<file path="config.mk">
export PLATFORM = sky130hd
export DESIGN_NAME = prog_sequencer
export DESIGN_NICKNAME = d
export VERILOG_FILES = /design/src/rtl/prog_sequencer.sv
export SDC_FILE = /design/constraint.sdc
export NUM_CORES = 1
export LEC_CHECK = 0
export ABC_AREA = 1
export ABC_CLOCK_PERIOD_IN_PS = 2100
export CAP_MARGIN = 30
export CORE_MARGIN = 5
export CORE_UTILIZATION = 50
export DETAILED_ROUTE_END_ITERATION = 12
export PLACE_DENSITY_LB_ADDON = 0.15
export REMOVE_ABC_BUFFERS = 1
export SLEW_MARGIN = 20
export SYNTH_ARGS = -nofsm -noshare
export SYNTH_HDL_FRONTEND = slang
export SYNTH_SLANG_ARGS = --single-unit
</file>
<file path="constraint.sdc">
create_clock -name CLK -period 2.1 [get_ports CLK]
set_input_delay 0.63 -clock CLK [delete_from_list [all_inputs] [get_ports CLK]]
set_output_delay 0.63 -clock CLK [all_outputs]
set_load 0.05 [all_outputs]
</file>
<file path="src/rtl/prog_sequencer.sv">
// Round-robin launcher for the resident core programs: start edge -> PC load -> run until done -> halt ack.
// Optional RUN watchdog compiled in with `define PROG_SEQUENCER_WATCHDOG_EN.
module prog_sequencer #(
    parameter int PW      = 10,
    parameter int NPROG   = 3,
    parameter int START0  = 0,
    parameter int START1  = 128,
    parameter int START2  = 256,
    parameter int START3  = 384,
    parameter int TIMEOUT = 65535
) (
    input  logic          CLK,
    input  logic          reset,
    input  logic          start,
    input  logic          core_done,
    output logic          halt,
    output logic          run,
    output logic          pc_load,
    output logic [PW-1:0] pc_init,
    output logic [1:0]    prog_id,
    output logic [15:0]   run_cycles,
    output logic          timeout
);

    localparam logic [1:0] S_IDLE = 2'd0;
    localparam logic [1:0] S_LOAD = 2'd1;
    localparam logic [1:0] S_RUN  = 2'd2;
    localparam logic [1:0] S_DONE = 2'd3;

    if (NPROG < 1 || NPROG > 4 || TIMEOUT < 1 || TIMEOUT > 65535) begin : g_param_check
        $error("prog_sequencer: NPROG must be 1..4 and TIMEOUT 1..65535");
    end

    logic [1:0]    state_q, state_d;
    logic          start_q;
    logic          halt_q, halt_d;
    logic          run_q, run_d;
    logic          pc_load_q, pc_load_d;
    logic [PW-1:0] pc_init_q, pc_init_d;
    logic [1:0]    prog_id_q, prog_id_d;
    logic [15:0]   run_cycles_q, run_cycles_d;
    logic          timeout_q, timeout_d;

    logic          go;
    logic [15:0]   cycles_inc;
    logic [1:0]    next_id;

    function automatic logic [PW-1:0] entry_addr(input logic [1:0] id);
        case (id)
            2'd0:    entry_addr = PW'(START0);
            2'd1:    entry_addr = PW'(START1);
            2'd2:    entry_addr = PW'(START2);
            default: entry_addr = PW'(START3);
        endcase
    endfunction

    assign go         = start & ~start_q;
    assign cycles_inc = (run_cycles_q == 16'hFFFF) ? run_cycles_q : run_cycles_q + 16'd1;
    assign next_id    = (prog_id_q == 2'(NPROG - 1)) ? 2'd0 : prog_id_q + 2'd1;

    always_comb begin
        // NOTE: every signal gets a default before the case so no path can infer a latch.
        state_d      = state_q;
        halt_d       = halt_q;
        run_d        = run_q;
        pc_load_d    = 1'b0;
        pc_init_d    = pc_init_q;
        prog_id_d    = prog_id_q;
        run_cycles_d = run_cycles_q;
        timeout_d    = timeout_q;

        case (state_q)
            S_IDLE, S_DONE: begin
                if (go) begin
                    state_d      = S_LOAD;
                    halt_d       = 1'b0;
                    pc_load_d    = 1'b1;
                    pc_init_d    = entry_addr(prog_id_q);
                    run_cycles_d = '0;
                    timeout_d    = 1'b0;
                end
            end
            S_LOAD: begin
                state_d = S_RUN;
                run_d   = 1'b1;
            end
            S_RUN: begin
                run_cycles_d = cycles_inc;
                if (core_done) begin
                    state_d   = S_DONE;
                    run_d     = 1'b0;
                    halt_d    = 1'b1;
                    prog_id_d = next_id;
                end
`ifdef PROG_SEQUENCER_WATCHDOG_EN
                // Expiry is judged on the updated count so run_cycles lands exactly on TIMEOUT.
                else if (cycles_inc == 16'(TIMEOUT)) begin
                    state_d   = S_DONE;
                    run_d     = 1'b0;
                    halt_d    = 1'b1;
                    prog_id_d = next_id;
                    timeout_d = 1'b1;
                end
`endif
            end
            default: state_d = S_IDLE;
        endcase
    end

    // NOTE: sequential state uses non-blocking assignments so every register sees pre-edge values.
    always_ff @(posedge CLK) begin
        if (reset) begin
            state_q      <= S_IDLE;
            start_q      <= 1'b0;
            halt_q       <= 1'b0;
            run_q        <= 1'b0;
            pc_load_q    <= 1'b0;
            pc_init_q    <= '0;
            prog_id_q    <= 2'd0;
            run_cycles_q <= '0;
            timeout_q    <= 1'b0;
        end else begin
            state_q      <= state_d;
            start_q      <= start;
            halt_q       <= halt_d;
            run_q        <= run_d;
            pc_load_q    <= pc_load_d;
            pc_init_q    <= pc_init_d;
            prog_id_q    <= prog_id_d;
            run_cycles_q <= run_cycles_d;
            timeout_q    <= timeout_d;
        end
    end

    assign halt       = halt_q;
    assign run        = run_q;
    assign pc_load    = pc_load_q;
    assign pc_init    = pc_init_q;
    assign prog_id    = prog_id_q;
    assign run_cycles = run_cycles_q;
`ifdef PROG_SEQUENCER_WATCHDOG_EN
    assign timeout    = timeout_q;
`else
    assign timeout    = 1'b0;
    logic unused_timeout;
    assign unused_timeout = timeout_q ^ timeout_d;
`endif

endmodule

</file>
==> reports/qor.yml, run 1 <==
core-area_sq_um: 3100
diodes: 0
critPathBufInv: 1
ys_seq_area_share_pct: 31.5
drc: 0
grt_max_degree: 16
cts_root_buf: "clkbuf_4"
rows: 20
grt_pass1_wl_microns: 5860
cts_sinks: 26
cts-buffers-inserted: 3
cts_buffer_depth: 2
yosys_warnings: 0
fin_crit_sh_pct: 86.1
die_h_microns: 67.5
cp-end-kind: "primary output"
drt_wl_total_microns: 3430
total_power_mw: 2.39
cts_setup_buffers: 0
drt-initial-drc-count: 100
critPathRequiredTime_ps: 1470
synth-seq-cells: 26
fin_crit_ps: 1810
first_pass_iters: 4
die_x_microns: 67.5
run_status: "completed"
crit_slowest_cell: "dlygate4sd2_1"
rsz0062_at_grt: "no"
clkTransAtPathRegs_ps: 140
setup_violations: 0
critical_path.startpoint_type: "register"
cp_cell_sequence: "dlygate4sd2_1"
drive_gt1_share_pct: 19.6
hpwl_microns: 2700
ys_types: 26
drt-wirelength-per-cell_microns: 10.6
peakVddDrop_mv: 0.766
numPortBuffers: 26
nets: 288
ant_nets: 0
vias: 1568
criticalPathCategory: "reg -> out"
antenna_found_initial: 0
crit_path_max_fanout: 1
viasPerCell: 4.84
area_growth_pct: 16.0
maxCapViolations: 0
start_util_pct: 53.2
grt_use_total_pct: 16.4
fillers: 313
hold_viol: 0
grt_pass1_vias: 1354
p_per_area_nw_per_um2: 1250
syn_area_per_cell_sq_um: 6.52
final_area_sq_um: 1910
htree_levels: 1
drv_slew: 0
arrival_ps: 1180
placed_cell_area_sq_um: 1860
gp_congestion: 0.887
io_pins: 36
p_leak_nw: 0.838
critical-path-max-stage-delay_ps: 520
hold_class: "reg -> reg"
cts_tree: "yes"
fmax_ghz: 0.553
insertion_delay_ps: 330
tns_ps: 0
gr-total-overflow: 0
dieArea_sq_um: 4550
syn_inst: 253
syn_area_sq_um: 1650
fin_worst_skew_ps: 4.83
final_util_pct: 61.7
critPathTopFamily: "buffers and inverters"
final cells by class:
class	count	area, sq um	share of cell area [%]
multi-input cells	184	917	47.9
clock buffers	3	22.5	1.18
clock inverters	1	30.0	1.57
repair buffers	30	234	12.2
inverters	36	135	7.06
flip-flops and latches	26	520	27.2
well taps	44	55.1	2.88
kinds of logic (layout without fill, tap and decap cells):
kind of cell | count (synthesis) | after routing | synth area share, %
other | 1 | 9 | 0.227
AND/OR/NAND/NOR | 144 | 144 | 40.9
adder cells (fa/ha/maj) | 3 | 3 | 2.27
flip-flops | 26 | 26 | 31.5
AO/OA/AOI/OAI | 28 | 28 | 10.3
buffers and inverters | 51 | 70 | 14.7
state kept, by name (all words and copies together) (netlist names):
name and flops:
start_q 1, halt 1, prog_id 2, run_cycles 16
state_q 2, pc_load 1, run 1, pc_init 2
path summary, 6_finish.rpt:
| path | depth (start not counted) | to | start | slack (ps) |
|---|---|---|---|---|
| setup / recovery | 1 | pc_load | pc_load$_SDFF_PP0_ | 290 |
| hold / removal | 2 | halt$_SDFFE_PP0P_ | halt$_SDFFE_PP0P_ | 470 |
| setup reg to reg | 9 | run_cycles[11]$_SDFFE_PP0P_ | state_q[0]$_SDFFE_PP0P_ | 410 |
| hold reg to reg | 2 | halt$_SDFFE_PP0P_ | halt$_SDFFE_PP0P_ | 470 |
worst reg2reg max path: stages, from the launching register on:
cell and delay [ps]:
dfxtp_1 340, inv_1 70, ha_1 250, nand2_1 90, nor2_1 220, nand3_4 200, nand2_2 250, nand2_1 80
nand2_1 70, nor2_2 40
where the power goes:
| group | internal [mW] | leakage [nW] | total (mW) | switching [mW] |
|---|---|---|---|---|
| Sequential | 0.607 | 0.212 | 0.731 | 0.124 |
| Clock | 0.193 | 0.0279 | 0.347 | 0.154 |
| Combinational | 0.403 | 0.597 | 1.31 | 0.906 |
| Total | 1.20 | 0.838 | 2.39 | 1.18 |
cells in the mapped netlist:
| cell type | count | share of area, % |
|---|---|---|
| nand2_1 | 66 | 15 |
| inv_1 | 33 | 7.5 |
| nand3_1 | 29 | 8.8 |
| dfxtp_1 | 26 | 32 |
| nor2_1 | 24 | 5.5 |
| a21oi_1 | 15 | 4.5 |
| buf_4 | 11 | 5.0 |
| o21ai_0 | 6 | 1.8 |
| nand2_2 | 5 | 1.9 |
| nand4_1 | 5 | 1.9 |
| nor2_2 | 5 | 1.9 |
| nor2_4 | 4 | 2.7 |
| a21oi_2 | 3 | 1.6 |
| ha_1 | 3 | 2.3 |
| inv_2 | 3 | 0.68 |
| buf_2 | 2 | 0.61 |
| nand3_2 | 2 | 1.2 |
| nor3_1 | 2 | 0.61 |
| o21bai_1 | 2 | 0.91 |
| a211oi_1 | 1 | 0.46 |
| buf_6 | 1 | 0.68 |
| clkbuf_1 | 1 | 0.23 |
| conb_1 | 1 | 0.23 |
| nand3_4 | 1 | 1.1 |
| o21ai_4 | 1 | 0.99 |
| or2_2 | 1 | 0.38 |
metrics by stage:
stage | setup WS [ps] | instances | hold slack [ps]
2_1_floorplan | 276 | 246 | 450
3_3_place_gp | 72.8 | 320 | 454
3_5_place_dp | 59.4 | 320 | 457
4_1_cts | 272 | 324 | 482
5_1_grt | 220 | 324 | 505
6_report | 291 | 324 | 474
cells in the final DEF (no fill, tap or decap), types with 4 or more instances in the layout:
cell type and instances:
a21oi_1 15, buf_4 26, conb_1 9, dfxtp_1 26
inv_1 33, nand2_1 66, nand2_2 5, nand3_1 29
nand4_1 5, nor2_1 24, nor2_2 5, nor2_4 4
o21ai_0 6
repair_timing:
item,in CTS,in global routing
setup endpoints to repair,1,0
hold buffers,0,0
gates resized for setup,1,0
layer usage:
metal / vias to the layer above / share of wire, % / global-route usage, %
met1: 692 / 48 / 21.0
met2: 37 / 46 / 27.7
met5: - / 0 / 0
met3: 6 / 4.9 / 3.83
li1: 833 / - / -
met4: 0 / 1.2 / 4.30
Note: power is estimated with default switching activity, not from simulation.
==> inputs of run 2 (changes only) <==
--- a/config.mk
+++ b/config.mk
@@ -12,8 +12,6 @@
 export CORE_UTILIZATION = 50
 export DETAILED_ROUTE_END_ITERATION = 12
 export PLACE_DENSITY_LB_ADDON = 0.15
-export REMOVE_ABC_BUFFERS = 1
-export SLEW_MARGIN = 20
 export SYNTH_ARGS = -nofsm -noshare
 export SYNTH_HDL_FRONTEND = slang
 export SYNTH_SLANG_ARGS = --single-unit
==> run 2 against run 1 <==
Worst setup slack worse by 15 ps. Fmax is 0.82% lower. Critical path depth stayed put. Sequential share of layout area is 0.11 points lower. Die area stayed put. Highest routed layer unchanged.
==> reports/qor.yml, run 2 (same netlist as run 1, synthesis figures left out) <==
r2r_slack_ps: 380  # was 410 ps
ant_nets: 0  # unchanged
maxCapViolations: 0  # unchanged
placed_cell_area_sq_um: 1870  # was 1860 sq um
peakVddDrop_mv: 0.703  # was 0.766 mV
p_clk_share_pct: 14.7  # was 14.5%
dieArea_sq_um: 4550  # unchanged
cts_buffer_depth: 2  # unchanged
insertion_delay_ps: 330  # about the same
cts_setup_buffers: 0  # unchanged
switchingPower_mw: 1.20  # was 1.18 mW
p_int_mw: 1.21  # was 1.20 mW
nets: 289  # was 288
dp_slack_ps: 28.3  # was 59.4 ps
diodes: 0  # unchanged
p_leak_nw: 0.842  # was 0.838 nW
antenna_found_initial: 0  # unchanged
cts-buffers-inserted: 3  # unchanged
final_area_sq_um: 1920  # was 1910 sq um
drt_wl_total_microns: 3600  # was 3430 microns
drv_slew: 0  # unchanged
final_common_cell: "nand2_1"  # unchanged
grt_pass1_vias: 1479  # was 1354
cts_tree: "yes"  # unchanged
mostFrequentLayoutCells: "nand2_1, inv_1, nand3_1, buf_4, dfxtp_1"  # was nand2_1, inv_1, nand3_1, dfxtp_1, buf_4
drt-initial-drc-count: 90  # was 100
core-area_sq_um: 3100  # unchanged
io_pins: 36  # unchanged
gr-total-overflow: 0  # unchanged
hpwl_microns: 2790  # was 2700 microns
final_cells: 325  # was 324
cts_root_buf: "clkbuf_4"  # unchanged
start_util_pct: 53.2  # unchanged
fin_worst_skew_ps: 7.76  # was 4.83 ps
fillers: 330  # was 313
first_pass_iters: 4  # unchanged
critPathBufInv: 1  # unchanged
total_power_mw: 2.41  # was 2.39 mW
grt_pass1_wl_microns: 6220  # was 5860 microns
arrival_ps: 1190  # was 1180 ps
critical_path.startpoint_type: "register"  # unchanged
tns_ps: 0  # unchanged
final_util_pct: 61.9  # was 61.7%
area_growth_pct: 16.5  # was 16.0%
die_x_microns: 67.5  # unchanged
criticalPathCategory: "reg -> out"  # unchanged
drt-wirelength-per-cell_microns: 11.1  # was 10.6 microns
gp_congestion: 0.854  # was 0.887
hold_viol: 0  # unchanged
numPortBuffers: 26  # unchanged
cp_cell_sequence: "dlygate4sd2_1"  # unchanged
drive_gt1_share_pct: 19.9  # was 19.6%
fin_ws_ps: 276  # was 291 ps
cts_sinks: 26  # unchanged
setup_violations: 0  # unchanged
grt_max_degree: 16  # unchanged
critical-path-max-stage-delay_ps: 520  # about the same
comb_power_share_pct: 54.8  # about the same
largest_reg_flops: 16  # unchanged
place_inst: 321  # was 320
cp-end-kind: "primary output"  # unchanged
fin_crit_ps: 1820  # was 1810 ps
rsz0062_at_grt: "no"  # unchanged
grt_use_total_pct: 17.5  # was 16.4%
seq_power_share_pct: 30.5  # was 30.6%
viasPerCell: 4.92  # was 4.84
drc: 0  # unchanged
swShare_pct: 49.9  # was 49.6%
fin_crit_sh_pct: 86.8  # was 86.1%
rows: 20  # unchanged
critPathTopFamily: "buffers and inverters"  # unchanged
p_per_area_nw_per_um2: 1250  # about the same
run_status: "completed"  # unchanged
crit_path_max_fanout: 1  # unchanged
crit_slowest_cell: "dlygate4sd2_1"  # unchanged
clkTransAtPathRegs_ps: 150  # was 140 ps
fmax_ghz: 0.548  # was 0.553 GHz
hold_class: "reg -> reg"  # unchanged
die_h_microns: 67.5  # unchanged
htree_levels: 1  # unchanged
critPathRequiredTime_ps: 1470  # about the same
vias: 1600  # was 1568
hold_ws_ps: 480  # was 474 ps
[run 2: cell count changes in the layout (fill, tap and decap cells not counted)]
| cell | previous run | this run |
|---|---|---|
| buf_4 | 26 | 27 |
[run 2: path summary, 6_finish.rpt]
path,from,endpoint,depth (start not counted)
setup / recovery,pc_load$_SDFF_PP0_,pc_load,1
hold / removal,halt$_SDFFE_PP0P_,halt$_SDFFE_PP0P_,2
setup reg to reg,state_q[0]$_SDFFE_PP0P_,run_cycles[13]$_SDFFE_PP0P_,9
hold reg to reg,halt$_SDFFE_PP0P_,halt$_SDFFE_PP0P_,2
[run 2: what timing repair did]
action | in CTS | in global routing
setup endpoints to repair | 1 | 0
hold buffers | 0 | 0
resized for setup | 1 | 0
[run 2: power by group through the flow]
stage	Sequential (mW)	Clock (mW)	Combinational, mW
after floorplan	1.03	0	0.734
after global placement	0.744	0	1.31
after detailed placement	0.743	0	1.33
after CTS	0.733	0.362	1.33
after global routing	0.760	0.383	1.46
final	0.733	0.353	1.32
[run 2: final cells by class]
type | instances | area [sq um] | share of cell area [%]
clock buffers | 3 | 22.5 | 1.17
clock inverters | 1 | 30.0 | 1.56
inverters | 36 | 135 | 7.03
multi-input cells | 184 | 917 | 47.7
flip-flops and latches | 26 | 520 | 27.1
well taps | 44 | 55.1 | 2.86
repair buffers | 31 | 241 | 12.6
[run 2: metal layers]
metal	global-route usage [%]	share of wire, %	vias up
met5	0	0	-
met4	5.06	1.0	0
met3	2.50	3.5	5
met2	30.4	49	32
met1	22.3	47	727
li1	-	-	836
==> inputs of run 3 (changes only) <==
--- a/config.mk
+++ b/config.mk
@@ -9,8 +9,10 @@
 export ABC_CLOCK_PERIOD_IN_PS = 2100
 export CAP_MARGIN = 30
 export CORE_MARGIN = 5
-export CORE_UTILIZATION = 50
+export CORE_UTILIZATION = 60
 export DETAILED_ROUTE_END_ITERATION = 12
+export DONT_BUFFER_PORTS = 1
+export GPL_TIMING_DRIVEN = 0
 export PLACE_DENSITY_LB_ADDON = 0.15
 export SYNTH_ARGS = -nofsm -noshare
 export SYNTH_HDL_FRONTEND = slang
==> run 3 against run 2 <==
Non-clock buffer count shrank 16. First-iteration DRC count shrank 12%. Largest power group is now registers. Highest routed layer unchanged. Flip-flop and latch count is the same. Combinational power shrank 34%. Wire length shrank 3.6%.
==> reports/qor.yml, run 3 (same netlist as run 1, synthesis figures left out) <==
slew-limit-headroom_pct: 53.4
die_h_microns: 62.4  # was 67.5 microns
clkTransAtPathRegs_ps: 130  # was 150 ps
grt_max_degree: 15  # was 16
drc: 0  # unchanged
arrival_ps: 2070  # was 1190 ps
cts_buffer_depth: 2  # unchanged
rsz0062_at_grt: "no"  # unchanged
ctsHoldBuffers: 0  # unchanged
io_pins: 36  # unchanged
hold_viol: 0  # unchanged
fin_worst_skew_ps: 3.48  # was 7.76 ps
rows: 19  # was 20
drt-initial-drc-count: 79  # was 90
drt-wirelength-per-cell_microns: 11.7  # was 11.1 microns
gp_congestion: 0.861  # was 0.854
dieArea_sq_um: 3900  # was 4550 sq um
diodes: 0  # unchanged
r2r_slack_ps: 250  # was 380 ps
cts_sinks: 26  # unchanged
mostFrequentLayoutCells: "nand2_1, inv_1, nand3_1, nor2_1, dfxtp_1"  # was nand2_1, inv_1, nand3_1, buf_4, dfxtp_1
crit_path_max_fanout: 7  # was 1
p_per_area_nw_per_um2: 1240  # was 1250 nW/um^2
antenna_found_initial: 0  # unchanged
run_status: "completed"  # unchanged
peakVddDrop_mv: 0.852  # was 0.703 mV
ant_nets: 0  # unchanged
die_x_microns: 62.4  # was 67.5 microns
worst_slew_pin_slew_ps: 698
gr-total-overflow: 0  # unchanged
cts-buffers-inserted: 3  # unchanged
cp_common_cell: "nor2_1"
critical-path-max-stage-delay_ps: 800  # was 520 ps
core-area_sq_um: 2690  # was 3100 sq um
critPathRequiredTime_ps: 2330  # was 1470 ps
drive_gt1_share_pct: 17.0  # was 19.9%
largest_reg_flops: 16  # unchanged
drt_wl_total_microns: 3460  # was 3600 microns
numPortBuffers: 0  # was 26
critical_path.startpoint_type: "register"  # unchanged
fillers: 254  # was 330
viasPerCell: 5.20  # was 4.92
hold_ws_ps: 360  # was 480 ps
fin_crit_sh_pct: 87.9  # was 86.8%
insertion_delay_ps: 310  # was 330 ps
critPathTopFamily: "flip-flops"  # was buffers and inverters
cts_setup_buffers: 0  # unchanged
grt_pass1_vias: 1324  # was 1479
criticalPathCategory: "reg -> reg"  # was reg -> out
start_util_pct: 61.4  # was 53.2%
cts_tree: "yes"  # unchanged
crit_slowest_cell: "dfxtp_1"  # was dlygate4sd2_1
cp_cell_sequence: "nand3_2 -> nor2_1 -> nand3_1 -> nand2_1 -> inv_1 -> a21oi_1 -> nor2_1"  # was dlygate4sd2_1
final_common_cell: "nand2_1"  # unchanged
first_pass_iters: 4  # unchanged
cts-resized-gates: 0  # was 1
area_growth_pct: 6.52  # was 16.5%
grt_pass1_wl_microns: 6210  # was 6220 microns
tns_ps: 0  # unchanged
cp-end-kind: "register"  # was primary output
drv_slew: 0  # unchanged
htree_levels: 1  # unchanged
hold_class: "in -> reg"  # was reg -> reg
hpwl_microns: 2660  # was 2790 microns
setup_violations: 0  # unchanged
maxCapViolations: 0  # unchanged
p_leak_nw: 0.750  # was 0.842 nW
fmax_ghz: 0.542  # was 0.548 GHz
cts_root_buf: "clkbuf_4"  # unchanged
vias: 1539  # was 1600
critPathBufInv: 1  # unchanged
nets: 273  # was 289
grt_use_total_pct: 18.8  # was 17.5%
fin_crit_ps: 1850  # was 1820 ps
-- run 3: worst paths after layout --
kind,start,end,cells after the start
worst max-delay path,run_cycles[2]$_SDFFE_PP0P_,run_cycles[10]$_SDFFE_PP0P_,7
worst min-delay path,reset,halt$_SDFFE_PP0P_,1
worst max register to register,run_cycles[2]$_SDFFE_PP0P_,run_cycles[10]$_SDFFE_PP0P_,7
worst min register to register,state_q[0]$_SDFFE_PP0P_,state_q[0]$_SDFFE_PP0P_,2
-- run 3: layout make-up --
type	count	area, sq um	share of cell area (%)
Buffer	15	108	6.12
Clock buffer	4	36.3	2.06
Inverter	36	135	7.69
Multi-Input combinational cell	184	917	52.2
Sequential cell	26	523	29.8
Tap cell	31	38.8	2.21
-- run 3: stage by stage --
stage	util (%)	setup slack [ps]	std cells	total power, mW	area [sq um]
2_1_floorplan	-	339	261	1.77	1680
3_3_place_gp	64.0	127	292	1.94	1720
3_5_place_dp	64.0	126	292	1.94	1720
4_1_cts	65.3	104	296	2.20	1760
5_1_grt	65.4	95.3	296	2.39	1760
6_report	65.4	254	296	2.18	1760
-- run 3: worst reg2reg max path, cell delays in order (launching register included) --
cell	delay (ps)
dfxtp_1	800
nand3_2	250
nor2_1	310
nand3_1	110
nand2_1	90
inv_1	40
a21oi_1	120
nor2_1	50
-- run 3: power breakdown --
part / internal (mW) / leakage, nW / switching, mW
clock network: 0.106 / 0.0210 / 0.141
logic: 0.303 / 0.516 / 0.571
registers: 0.608 / 0.213 / 0.450
-- run 3: routing by layer --
layer	track usage [%]	vias up	share of wire, %
met4	6.37	0	0.89
met3	4.14	4	6.6
met5	0	-	0
met1	27.3	688	47
met2	27.3	42	45
li1	-	805	-
